===== config.mk =====
export PLATFORM = sky130hd
export DESIGN_NAME = mseq_sync
export DESIGN_NICKNAME = d
export VERILOG_FILES = /design/src/rtl/mseq_sync.sv
export SDC_FILE = /design/constraint.sdc
export NUM_CORES = 1
export LEC_CHECK = 0
export BUFFER_PORTS_ARGS = -buffer_cell sky130_fd_sc_hd__buf_4
export CORE_UTILIZATION = 60
export DETAILED_ROUTE_END_ITERATION = 12
export GPL_TIMING_DRIVEN = 0
export PLACE_DENSITY = 0.77
export SLEW_MARGIN = 20
export SYNTH_ARGS = -nofsm -noshare
export SYNTH_HDL_FRONTEND = slang
export SYNTH_SLANG_ARGS = --single-unit

===== constraint.sdc =====
create_clock -name CLK_50MHZ -period 6.78 [get_ports CLK_50MHZ]
set_input_delay 1.017 -clock CLK_50MHZ [delete_from_list [all_inputs] [get_ports CLK_50MHZ]]
set_output_delay 1.017 -clock CLK_50MHZ [all_outputs]
set_load 0.02 [all_outputs]

===== src/rtl/mseq_sync.sv =====
// Chip-level synchroniser for a 31-chip M-sequence: builds its reference period,
// correlates a sliding window against it, and acquires, confirms and tracks lock.
module mseq_sync #(
    parameter logic [4:0] POLY     = 5'b11101,
    parameter logic [4:0] SEED     = 5'b10101,
    parameter int         THRESH   = 29,
    parameter int         LOCK_CNT = 3,
    parameter int         MISS_MAX = 2
) (
    input  logic       CLK_50MHZ,
    input  logic       RST_N,
    input  logic       bit_in,
    input  logic       bit_valid,
    output logic       ready,
    output logic       locked,
    output logic       sync_pulse,
    output logic [4:0] corr,
    output logic [4:0] phase
);

    typedef enum logic [1:0] {INIT, SEARCH, VERIFY, LOCKED} state_t;

    localparam int CW = 4;

    state_t          state;
    logic [4:0]      lfsr;
    logic [4:0]      step_cnt;
    logic [30:0]     ref_pat;
    logic [30:0]     win;
    logic            pend;
    logic [CW-1:0]   hit_cnt;
    logic [CW-1:0]   miss_cnt;

    logic            accept;
    logic [4:0]      agree;
    logic            hit;
    logic            aligned;
    logic [4:0]      phase_inc;
    logic [CW-1:0]   hit_nxt;
    logic [CW-1:0]   miss_nxt;
    logic            fb;

    // Evaluation happens one edge after a chip enters the window; at that edge
    // phase still carries the index of the evaluated chip.
    always_comb begin
        accept    = (state != INIT) && bit_valid;
        agree     = 5'd31 - 5'($countones(win ^ ref_pat));
        hit       = (agree >= 5'(THRESH));
        aligned   = (phase == 5'd0);
        phase_inc = (phase == 5'd30) ? 5'd0 : phase + 5'd1;
        hit_nxt   = (hit_cnt == CW'(LOCK_CNT)) ? hit_cnt : hit_cnt + 1'b1;
        miss_nxt  = (miss_cnt == CW'(MISS_MAX)) ? miss_cnt : miss_cnt + 1'b1;
        fb        = ^(lfsr & POLY);
    end

    always_ff @(posedge CLK_50MHZ or negedge RST_N) begin
        if (!RST_N) begin
            state      <= INIT;
            lfsr       <= SEED;
            step_cnt   <= 5'd0;
            ref_pat    <= '0;
            win        <= '0;
            pend       <= 1'b0;
            hit_cnt    <= '0;
            miss_cnt   <= '0;
            ready      <= 1'b0;
            locked     <= 1'b0;
            sync_pulse <= 1'b0;
            corr       <= 5'd0;
            phase      <= 5'd0;
        end else begin
            sync_pulse <= 1'b0;
            pend       <= accept;
            if (accept)
                win <= {win[29:0], bit_in};
            if (pend)
                corr <= agree;

            case (state)
                INIT: begin
                    ref_pat  <= {ref_pat[29:0], lfsr[0]};
                    lfsr     <= {fb, lfsr[4:1]};
                    step_cnt <= (step_cnt == 5'd30) ? step_cnt : step_cnt + 5'd1;
                    if (step_cnt == 5'd30) begin
                        state <= SEARCH;
                        ready <= 1'b1;
                    end
                end

                SEARCH: begin
                    phase <= 5'd0;
                    if (pend && hit) begin
                        state   <= VERIFY;
                        hit_cnt <= CW'(1);
                        phase   <= bit_valid ? 5'd1 : 5'd0;
                    end
                end

                VERIFY: begin
                    if (accept)
                        phase <= phase_inc;
                    if (pend && aligned) begin
                        if (hit) begin
                            sync_pulse <= 1'b1;
                            hit_cnt    <= hit_nxt;
                            if (hit_nxt == CW'(LOCK_CNT)) begin
                                state    <= LOCKED;
                                locked   <= 1'b1;
                                miss_cnt <= '0;
                            end
                        end else begin
                            state   <= SEARCH;
                            phase   <= 5'd0;
                            hit_cnt <= '0;
                        end
                    end
                end

                LOCKED: begin
                    if (accept)
                        phase <= phase_inc;
                    if (pend && aligned) begin
                        if (hit) begin
                            sync_pulse <= 1'b1;
                            miss_cnt   <= '0;
                        end else begin
                            miss_cnt <= miss_nxt;
                            if (miss_nxt == CW'(MISS_MAX)) begin
                                state    <= SEARCH;
                                locked   <= 1'b0;
                                phase    <= 5'd0;
                                hit_cnt  <= '0;
                                miss_cnt <= '0;
                            end
                        end
                    end
                end

                default: state <= INIT;
            endcase
        end
    end

endmodule

# --- Word-level counts from Yosys, hierarchy flattened ---
# Cells that the tools add are included.
classes:
  add_sub_neg: 35
  multipliers: 0
  div_mod_pow: 0
  order_cmp: 1
  n_eq_ne: 18
  n_shift: 0
  n_mux: 45
  n_bitwise: 2
  n_reduce_logical: 16
op_table:
  columns: ["cell", "n"]
  rows:
  - ["$mux W4", 14]
  - ["$mux W5", 7]
  - ["$xor A31 B31 Y31", 1]
  - ["$add A1 B1 Y2", 15]
  - ["$add A2 B2 Y3", 7]
  - ["$add A3 B3 Y4", 4]
  - ["$eq A4 B2 Y1 const B", 4]
  - ["$mux W2", 8]
  - ["$ne A2 B2 Y1 const B", 8]
  - ["$pmux W5 S3", 1]
  - ["$reduce_and A7 Y1", 2]
  - ["$pmux W4 S3", 1]
  - ["$mux W1", 11]
  - ["$add A4 B4 Y5", 2]
  - ["$add A5 B1 Y5 const B", 2]
  - ["$eq A5 B5 Y1 const B", 2]
  - ["$add A4 B1 Y4 const B", 2]
  - ["$pmux W2 S4", 1]
  - ["$pmux W4 S2", 1]
  - ["$reduce_and A6 Y1", 1]
  - ["$add A5 B5 Y5", 1]
  - ["$ge A5 B5 Y1 const B", 1]
  - ["$logic_not A5 Y1", 1]
  - ["$reduce_and A5 Y1", 1]
  - ["14 further kinds", 19]
word_totals:
  ff_bits: 96
  latchBits: 0
  mem_bits_rw: 0
  rom_bits: 0
  wordCells: 130
  mem_count: 0

# --- Logic depth before layout (Yosys ltp) ---
logic_depth:
  word_depth: 11
  ltp_mapped: 22
  ltp_nobuf: 22

# --- Worst setup path before layout ---
# OpenSTA, ideal clock, no wires.
synth_timing:
  kind: "reg-to-reg"
  from: "reg ref_pat[29]"
  to: "reg hit_cnt[2]"
  setup_ns: 0.122
  arrival_time_ns: 5.817
  required_time_ns: 6.658
  slack_ns: 0.841
  path_stages_with_launch: 21
  period_less_slack_ns: 5.939
  cell_sequence: "dfrtp_1 xnor2_1 fa_1 inv_1 ha_1 inv_1 fa_1 fa_1 fa_1 inv_1 fa_1 fa_1 ha_1 inv_1 ha_1 o21a_1 nor2_1 xor2_1 o31a_1 or3_4 a32o_1"
synth_between:
  elab_chain_cells: 11
  word_cells_on_any_way: 15
  cone_classes: "add/sub: 6; order compare: 1; eq/ne: 2; mux: 3; bitwise: 1; reduce/logical: 2"
synth_rtl:
  columns: ["element", "line_no", "source"]
  rows:
  - ["start, declared", "28", "logic [30:0] ref_pat;"]
  - ["start signal, assigned", "81", "ref_pat <= {ref_pat[29:0], lfsr[0]};"]
  - ["$xor A31 B31 Y31 (*)", "47", "agree = 5'd31 - 5'($countones(win ^ ref_pat));"]
  - ["$add A1 B1 Y2 (not written as such) (*)", "47", null]
  - ["$add A2 B1 Y3 (not written as such) (*)", "47", null]
  - ["$add A3 B3 Y4 (not written as such) (*)", "47", null]
  - ["$add A4 B4 Y5 (not written as such) (*)", "47", null]
  - ["$add A5 B5 Y5 (not written as such) (*)", "47", null]
  - ["$sub A5 B5 Y5 (*)", "47", null]
  - ["$ge A5 B5 Y1 (*)", "48", "hit = (agree >= 5'(THRESH));"]
  - ["$mux W4 or $logic_and A1 B1 Y1 (tied branches)", "103, 92", null]
  - ["$mux W4 or $ne A2 B2 Y1 (tied branches)", null, null]
  - ["$pmux W4 S3 or $reduce_and A6 Y1 (tied branches)", null, null]
  - ["end signal, assigned", "105", "hit_cnt <= hit_nxt;"]
  - ["end, declared", "31", "logic [CW-1:0] hit_cnt;"]
# Every way passes the cells marked *; elsewhere a longest branch is shown, timed or not. The select of a mux whose other input is x is not followed.
# A chain may end at the register's enable or synchronous reset.

# --- Worst setup path after layout ---
layout_timing:
  from: "reg ref_pat[23]"
  to: "reg miss_cnt[1]"
layout_between:
  elab_chain_cells: 11
  word_cells_on_any_way: 13
  cone_classes: "add/sub: 6; order compare: 1; eq/ne: 1; mux: 3; bitwise: 1; reduce/logical: 1"
layout_rtl:
  columns: ["element", "line_no", "source"]
  rows:
  - ["$xor A31 B31 Y31 (*)", "47", null]
  - ["$add A1 B1 Y2 (not written as such) (*)", "47", null]
  - ["$add A2 B2 Y3 (not written as such) (*)", "47", null]
  - ["$add A3 B3 Y4 (not written as such) (*)", "47", null]
  - ["$add A4 B4 Y5 (not written as such) (*)", "47", null]
  - ["$add A5 B5 Y5 (not written as such) (*)", "47", null]
  - ["$sub A5 B5 Y5 (*)", "47", null]
  - ["$ge A5 B5 Y1 (*)", "48", null]
  - ["$mux W4", "123", "if (hit) begin"]
  - ["$mux W4", "122", "if (pend && aligned) begin"]
  - ["$pmux W4 S2", "79", "case (state)"]
  - ["end signal, assigned", "127", "miss_cnt <= miss_nxt;"]
  - ["end, declared", "32", "logic [CW-1:0] miss_cnt;"]
# Marks and branches as above.

==> impl_results.md <==
- Status: finished with violations
- Violated checks: DRC
- Crit Path Category: register to register
- CTS resizes: 0
- Clk_lat worst skew: 0.36 ns
- Yosys warnings: 0
- Lkg Pwr: 3.06 nW
- RSZ-0062 raised after global routing: no
- Synth Instances: 450
- Row count: 34
- Die W: 97.7 µm
- CTS tree: built
- Postcts setup bufs: 0
- TNS Setup: 0 ns
- Number of I/O pins: 17
- Critical Path End Type: register
- ANT cells: 0
- Headroom to the max-slew limit: 0.418
- Layout net count: 543
- Final ANT Viol Nets: 0
- VDD IR max: 336 µV
- DP Wirelength: 7090 µm
- Most frequent cells in the layout: 93 x dfrtp_1, 66 x mux2_2, 40 x ha_1, 35 x inv_1, 26 x nand2_1
- Total power: 0.00284 W
- Detailed-route DRC error count: 6
- Hold Crit Class: register to register
- Syn nets: 516
- Max Fclk: 0.154 GHz
- Actual slew at the worst max-slew pin: 0.873 ns
- Placed cell area: 5750 µm²
- Share of cells above drive strength 1: 0.214
- Skew final: 0.00988 ns
- Most used DFF post-synth: dfrtp_1
- Number of synthesized flops with an enable pin: 0
- Clock-pin slew on the worst setup and hold paths: 0.09 ns
- Largest net degree at the start of global routing: 97
- Total gr overflow: 0
- Vias: 3445
- Netlist cell types: 46
- CP Launch Type: register
- Max-Cap Viols: 0
- TritonRoute pass-1 iters: 8
- Hold_buf cts: 0
- Post-DR wirelength/cell: 16.3 µm
- Routed wire length: 9600 µm
- Inserted Clock Buffers: 9
- Critical path arrival: 6.75 ns
- Minimum clock period: 6.50 ns
- H-tree depth: 3
- Seq cells post-synth: 96
- Die Ht: 97.7 µm
- Core area: 8810 µm²
- Final setup vio count: 0
- Total die area: 9540 µm²
- Initial DRC count: 145
- Non-filler cells, final: 590
- Period utilisation layout: 0.958
- Register area share after synthesis: 0.438
- Hold Fails Final Rpt: 0
- Detailed-route vias per instance: 5.84
- Commonest non-fill, non-tap cell in the layout: dfrtp_1
- Overall routing resource usage: 0.228
- Critical path required time: 7.04 ns
- Placed insts: 574
- Mapped cell area: 5490 µm²
- First-pass GRT wire length: 17100 µm
- Initial antenna violation count: 0
- Slew Viols, Final: 0
- Clock root buffer: clkbuf_8
- PD cells: 476 nW/µm²
- Asr flop ratio synth: 1.00
- Clock sink count: 96
- Worst-case clock buffer depth: 2
- Worst Path Max Fanout: 5
- Layout area overhead: 8.57%
- Starting Density: 0.623
- Placer Congestion: 0.889
- Vias in the first global route: 3616
- Syn avg cell area: 12.2 µm²
- Design Area, Final: 5960 µm²
- Count of input and output buffers: 16
- Util after Layout: 0.677
==> through the flow <==
stage	hold slack, ns	worst slack (ns)
2_1_floorplan	0.446	0.841
3_3_place_gp	0.464	0.391
3_5_place_dp	0.471	0.317
4_1_cts	0.484	0.282
5_1_grt	0.505	0.0226
6_report	0.478	0.284
==> power breakdown <==
part	switching (W)	internal, W
sequential	0.0000654	0.000644
clock	0.000197	0.000207
combinational	0.00108	0.000645
total	0.00134	0.00150
==> critical path, stage by stage (launching register included) <==
cell and delay (ns):
dfrtp_1 0.41, xor2_1 0.20, fa_1 0.45, ha_1 0.30, inv_1 0.05, fa_1 0.47, fa_1 0.53, fa_1 0.55
inv_1 0.06, fa_1 0.46, fa_1 0.40, ha_1 0.28, inv_1 0.04, ha_1 0.32, xor2_1 0.19, a211oi_1 0.54
and2_1 0.25, nor3b_1 0.43, o21bai_1 0.20, a22o_1 0.27
==> logic make-up (layout without fill, tap and decap cells) <==
group	count (synthesis)	count (layout)	share of synthesized area
AND/OR/NAND/NOR	73	73	0.0679
flip-flops	96	96	0.438
adder cells (fa/ha/maj)	62	62	0.171
buffers and inverters	47	79	0.0321
XOR/XNOR	44	44	0.0727
multiplexers	66	66	0.135
AO/OA/AOI/OAI	62	62	0.0823
==> cells in the mapped netlist (all sizes together) (6+ instances only) <==
cell | instances | area share
a21oi | 8 | 0.0073
clkbuf | 8 | 0.0055
dfrtp | 93 | 0.42
fa | 22 | 0.080
ha | 40 | 0.091
inv | 35 | 0.024
mux2 | 66 | 0.14
nand2 | 26 | 0.018
nand4 | 6 | 0.0068
nor2 | 7 | 0.0048
nor2b | 8 | 0.0091
nor3 | 6 | 0.0055
o21ai | 12 | 0.011
xnor2 | 18 | 0.029
xor2 | 25 | 0.040
==> final timing paths <==
check	start	to	slack (ns)	cells after the start
setup / recovery	ref_pat[23]$_DFFE_PN0P_	miss_cnt[1]$_DFFE_PN0P_	0.28	19
hold / removal	step_cnt[4]$_DFFE_PN0P_	step_cnt[4]$_DFFE_PN0P_	0.48	1
hold reg to reg	step_cnt[4]$_DFFE_PN0P_	step_cnt[4]$_DFFE_PN0P_	0.48	1
setup reg to reg	ref_pat[23]$_DFFE_PN0P_	miss_cnt[1]$_DFFE_PN0P_	0.28	19
max in group asynchronous	RST_N	corr[0]$_DFFE_PN0P_	5.45	1
min in group asynchronous	RST_N	step_cnt[3]$_DFFE_PN0P_	0.71	1
==> layout make-up <==
type | count | area [µm²]
Tap cell | 108 | 135
Buffer | 12 | 45.0
Sequential cell | 96 | 2410
Inverter | 35 | 131
Timing Repair Buffer | 16 | 124
Multi-Input combinational cell | 307 | 2910
Fill cell | 653 | 2850
Clock buffer | 10 | 128
Clock inverter | 6 | 83.8
==> per-layer routing <==
layer	share of wire	GRT usage	up-vias
li1	-	-	1617
met1	0.45	0.302	1758
met2	0.50	0.383	60
met3	0.036	0.0446	10
met4	0.012	0.0641	0
met5	0	0	-
==> registers in the layout, summed over array words and instances, names as in the netlist, 2 cells and up <==
signal / flops
step_cnt: 5
miss_cnt: 4
hit_cnt: 4
phase: 5
ref_pat: 31
lfsr: 5
win: 31
state: 2
corr: 5
No activity file was read; power rests on OpenSTA's default activity.
